$ cat src/rtl/mem_port_arbiter_pkg.sv
// rtl/mem_port_arbiter_pkg.sv - arbiter state encoding and shared access width constants
package mem_port_arbiter_pkg;

  typedef enum logic [1:0] {
    ARB_IDLE   = 2'd0,
    ARB_SRV_IF = 2'd1,
    ARB_SRV_DM = 2'd2
  } arb_state_t;

  localparam logic [3:0] WIDTH_BYTE = 4'd1;
  localparam logic [3:0] WIDTH_HALF = 4'd2;
  localparam logic [3:0] WIDTH_WORD = 4'd4;

  localparam int STARVE_CNT_W = 4;

endpackage

$ cat src/rtl/mem_port_arbiter.sv
// rtl/mem_port_arbiter.sv - shares one single-ported memory between fetch and data requesters
// Data wins by default; a saturating starvation counter forces a fetch grant at STARVE_LIMIT.
module mem_port_arbiter
  import mem_port_arbiter_pkg::*;
#(
  parameter int ADDR_WIDTH   = 32,
  parameter int DATA_WIDTH   = 32,
  parameter int STARVE_LIMIT = 4
) (
  input  logic                  clk,
  input  logic                  reset,
  input  logic                  if_req,
  input  logic [ADDR_WIDTH-1:0] if_addr,
  output logic [DATA_WIDTH-1:0] if_rdata,
  output logic                  if_valid,
  output logic                  if_busy,
  input  logic                  dm_req,
  input  logic                  dm_we,
  input  logic [3:0]            dm_width,
  input  logic [ADDR_WIDTH-1:0] dm_addr,
  input  logic [DATA_WIDTH-1:0] dm_wdata,
  output logic [DATA_WIDTH-1:0] dm_rdata,
  output logic                  dm_valid,
  output logic                  dm_busy,
  output logic                  mem_req,
  output logic                  mem_we,
  output logic [3:0]            mem_width,
  output logic [ADDR_WIDTH-1:0] mem_addr,
  output logic [DATA_WIDTH-1:0] mem_wdata,
  input  logic                  mem_ack,
  input  logic [DATA_WIDTH-1:0] mem_rdata
);

  localparam logic [STARVE_CNT_W-1:0] STARVE_MAX = STARVE_CNT_W'(STARVE_LIMIT);

  arb_state_t              state, state_d;
  logic [STARVE_CNT_W-1:0] starve_cnt, starve_d;

  logic                  mem_req_d, mem_we_d;
  logic [3:0]            mem_width_d;
  logic [ADDR_WIDTH-1:0] mem_addr_d;
  logic [DATA_WIDTH-1:0] mem_wdata_d;
  logic [DATA_WIDTH-1:0] if_rdata_d, dm_rdata_d;
  logic                  if_valid_d, dm_valid_d;
  logic                  grant_dm;

  assign grant_dm = dm_req && (!if_req || (starve_cnt < STARVE_MAX));

  assign if_busy = if_req & ~if_valid;
  assign dm_busy = dm_req & ~dm_valid;

  always_comb begin
    state_d     = state;
    starve_d    = starve_cnt;
    mem_req_d   = mem_req;
    mem_we_d    = mem_we;
    mem_width_d = mem_width;
    mem_addr_d  = mem_addr;
    mem_wdata_d = mem_wdata;
    if_rdata_d  = if_rdata;
    dm_rdata_d  = dm_rdata;
    if_valid_d  = 1'b0;
    dm_valid_d  = 1'b0;

    case (state)
      ARB_IDLE: begin
        // mem_ack seen here belongs to nothing we issued and is dropped
        if (grant_dm) begin
          state_d     = ARB_SRV_DM;
          mem_req_d   = 1'b1;
          mem_we_d    = dm_we;
          mem_width_d = dm_width;
          mem_addr_d  = dm_addr;
          mem_wdata_d = dm_wdata;
          if (!if_req) begin
            starve_d = '0;
          end else if (starve_cnt < STARVE_MAX) begin
            starve_d = starve_cnt + 1'b1;
          end
        end else if (if_req) begin
          state_d     = ARB_SRV_IF;
          mem_req_d   = 1'b1;
          mem_we_d    = 1'b0;
          mem_width_d = WIDTH_WORD;
          mem_addr_d  = if_addr;
          starve_d    = '0;
        end
      end

      ARB_SRV_IF: begin
        if (mem_ack) begin
          state_d    = ARB_IDLE;
          mem_req_d  = 1'b0;
          if_valid_d = 1'b1;
          if_rdata_d = mem_rdata;
        end
      end

      ARB_SRV_DM: begin
        if (mem_ack) begin
          state_d    = ARB_IDLE;
          mem_req_d  = 1'b0;
          dm_valid_d = 1'b1;
          // stores keep the last load result visible
          if (!mem_we) begin
            dm_rdata_d = mem_rdata;
          end
        end
      end

      default: begin
        state_d   = ARB_IDLE;
        mem_req_d = 1'b0;
      end
    endcase
  end

  always_ff @(posedge clk or negedge reset) begin
    if (!reset) begin
      state      <= ARB_IDLE;
      starve_cnt <= '0;
      mem_req    <= 1'b0;
      mem_we     <= 1'b0;
      mem_width  <= 4'd0;
      mem_addr   <= '0;
      mem_wdata  <= '0;
      if_rdata   <= '0;
      dm_rdata   <= '0;
      if_valid   <= 1'b0;
      dm_valid   <= 1'b0;
    end else begin
      state      <= state_d;
      starve_cnt <= starve_d;
      mem_req    <= mem_req_d;
      mem_we     <= mem_we_d;
      mem_width  <= mem_width_d;
      mem_addr   <= mem_addr_d;
      mem_wdata  <= mem_wdata_d;
      if_rdata   <= if_rdata_d;
      dm_rdata   <= dm_rdata_d;
      if_valid   <= if_valid_d;
      dm_valid   <= dm_valid_d;
    end
  end

endmodule
$ cat config.mk
export PLATFORM = sky130hd
export DESIGN_NAME = mem_port_arbiter
export DESIGN_NICKNAME = d
export VERILOG_FILES = /design/src/rtl/mem_port_arbiter_pkg.sv /design/src/rtl/mem_port_arbiter.sv
export SDC_FILE = /design/constraint.sdc
export NUM_CORES = 1
export LEC_CHECK = 0
export CORE_ASPECT_RATIO = 0.8
export CORE_UTILIZATION = 38
export CTS_CLUSTER_SIZE = 20
export DETAILED_ROUTE_END_ITERATION = 12
export GPL_TIMING_DRIVEN = 0
export HOLD_SLACK_MARGIN = 0.08
export PLACE_DENSITY_LB_ADDON = 0.15
export SLEW_MARGIN = 20
export SYNTH_ARGS = -nofsm -noshare
export SYNTH_HDL_FRONTEND = slang
export SYNTH_SLANG_ARGS = --single-unit
$ cat constraint.sdc
create_clock -name clk -period 2.21 [get_ports clk]
set_input_delay 0.663 -clock clk [delete_from_list [all_inputs] [get_ports clk]]
set_output_delay 0.663 -clock clk [all_outputs]
set_load 0.01 [all_outputs]
==> impl_metrics.json <==
{
  "outcome": "completed",
  "fmax_mhz": 462.2,
  "preCtsSetupSlack_ps": -952.7,
  "critPathArrivalTime_ps": 1500,
  "dr.pass1.iters": 4,
  "slew_headroom_pct": 67.63,
  "ios": 276,
  "die_y_um": 113.9,
  "numPortBuffers": 274,
  "synth_edf_count": 0,
  "clk_pin_slew_ps": 60,
  "antenna_cells": 0,
  "crit_required_ps": 1550,
  "synth_ff_type": "dfrtp_1",
  "cellPowerDensity_mw_per_mm2": 1456,
  "ant_nets": 0,
  "synth-seq-cells": 142,
  "period_needed_ps": 2163,
  "syn-num-nets": 592,
  "drt-initial-drc-count": 248,
  "p_leak_uw": 0.004087,
  "synth_area_leaders": "dfrtp_1 (60%), mux2_1 (12%), mux2_4 (7.1%)",
  "cts_buffers": 17,
  "clock-sinks": 142,
  "cts_tree": "built",
  "routed_wl_um": 16730,
  "drive_gt1_share_pct": 12.15,
  "synth_top_area_share_pct": 59.70,
  "vias_per_cell": 4.835,
  "floorplan.die.width_um": 141.9,
  "synthTopCellsByCount": "dfrtp_1 (142), nand2_1 (77), mux2_1 (65), nand4_1 (32), o211ai_1 (32)",
  "yosys_warnings": 0,
  "reg2regPathDepth": 8,
  "ctsHoldBuffers": 0,
  "overflow": 0,
  "maxCapViolCount": 0,
  "dpl-instance-area_mm2": 0.008990,
  "grt_max_degree": 84,
  "irDropWorstVdd_mv": 0.5789,
  "crit_type": "in2out",
  "syn-mean-instance-area_um2": 13.23,
  "num_rows": 40,
  "antenna_found_initial": 0,
  "initial_utilization_pct": 39.25,
  "synth_top_area_cell": "dfrtp_1",
  "die_area_mm2": 0.01617,
  "cp-start-kind": "input pin",
  "synth.most_common_cell": "dfrtp_1",
  "layout.cells.non_filler": 967,
  "clockBufferDepth": 2,
  "yosysSeqAreaShare_pct": 59.70,
  "setup_viol": 0,
  "setup_ws_ps": 46.61,
  "track_usage_pct": 21.31,
  "async_flop_share_pct": 100.0,
  "rsz0062_at_grt": "false",
  "grt_pass1_vias": 4917,
  "end_kind": "output port",
  "finalHoldViolations": 0,
  "synthCells": 450,
  "clockRootBuffer": "clkbuf_16",
  "ys_types": 30,
  "clock_latency_ps": 410,
  "post-place-cells": 935,
  "cp_max_fo": 8,
  "drc": 0,
  "drt-wirelength-per-cell_um": 17.30,
  "syn_area_mm2": 0.005952,
  "total_power_uw": 14020,
  "finalMaxSlewViolations": 0,
  "postLayoutCellArea_mm2": 0.009629,
  "hpwl_um": 12490,
  "grt_first_pass_wirelength_um": 26080,
  "syn_to_final_growth_pct": 61.78,
  "htreeDepth": 4,
  "n_fill_cell": 1208,
  "nets": 886,
  "fin_crit_sh_pct": 97.89,
  "worst_clock_skew_ps": 8.959,
  "dr_total_vias": 4675,
  "place.gp.congestion": 0.8256,
  "hold_class": "in2async",
  "tightest_slew_ps": 485.6,
  "coreArea_mm2": 0.01516
}
==> cell type report <==
cell class,count,area [um2],area share [%]
buffer,34,226.5,2.352
clock buffer,18,439.2,4.561
clock inverter,14,190.2,1.975
inverter,4,15.01,0.1559
multi-input combinational,269,2160,22.43
sequential,142,3553,36.90
tap,210,262.8,2.729
timing repair buffer,276,2783,28.90
==> stage by stage <==
stage | utilization (%) | hold slack, ps | setup TNS (ps)
2_1_floorplan | - | 367.4 | 0
3_3_place_gp | 59.07 | 468.4 | -720570
3_5_place_dp | 59.28 | 469.8 | -2980
4_1_cts | 63.50 | 174.9 | 0
5_1_grt | 63.50 | 185.5 | 0
6_report | 63.50 | 163.4 | 0
==> kinds of logic (layout without fill, tap and decap cells) <==
kind of cell | Yosys count | count (layout) | synth area share, %
buffers and inverters | 39 | 346 | 4.015
DFF | 142 | 142 | 59.70
and+or+nand+nor | 122 | 122 | 9.502
muxes | 96 | 96 | 19.93
AOI/OAI and AO/OA | 47 | 47 | 6.012
adders and majority gates | 4 | 4 | 0.8409
==> path summary, 6_finish.rpt <==
| kind | from | end | slack [ps] |
|---|---|---|---|
| min | reset | mem_wdata[5] | 160 |
| min reg2reg | mem_wdata[1] | mem_wdata[1] | 480 |
| max | if_req | if_busy | 50 |
| max in group asynchronous | reset | if_rdata[5] | 1280 |
| min in group clk | mem_wdata[1] | mem_wdata[1] | 480 |
| max reg2reg | state[0] | mem_wdata[30] | 340 |
==> cell usage in the layout (no fill, tap or decap), types with 4 or more instances in the layout <==
master / n
o211ai_1: 32
mux2_4: 28
clkbuf_16: 17
clkinv_2: 4
bufinv_16: 4
clkdlybuf4s50_1: 271
clkbuf_1: 12
inv_1: 4
mux2_1: 65
buf_2: 13
buf_4: 4
ha_1: 4
nand2_1: 77
dfrtp_1: 142
nand4_1: 32
nor2_1: 5
o21ai_1: 4
==> sequential cells by signal (all words and copies together) (netlist names) <==
signal,flops
dm_rdata,32
dm_valid,1
if_rdata,32
if_valid,1
mem_addr,32
mem_req,1
mem_wdata,32
mem_we,1
mem_width,4
starve_cnt,4
state,2
==> routing by layer <==
metal / GRT usage (%) / part of all wire (%) / up-vias
li1: - / - / 2179
met1: 26.71 / 42 / 2309
met2: 34.75 / 48 / 163
met5: 0 / 0 / -
met4: 7.742 / 1.8 / 0
met3: 6.717 / 7.4 / 24
==> worst max-delay path: stages <==
cell and delay [ps]:
buf_6 110, nor2b_1 130, clkdlybuf4s50_1 600
==> power by group <==
group	internal (uW)	switching, uW
combinational	3740	2670
sequential	3900	693
clock	1920	1100
==> repair_timing <==
item,4_1_cts,5_1_grt
buffers inserted,1,0
hold endpoints to repair,0,0
endpoints found under the setup margin,1,0
resized for setup,6,0
Note: power is estimated with default switching activity, not from simulation.
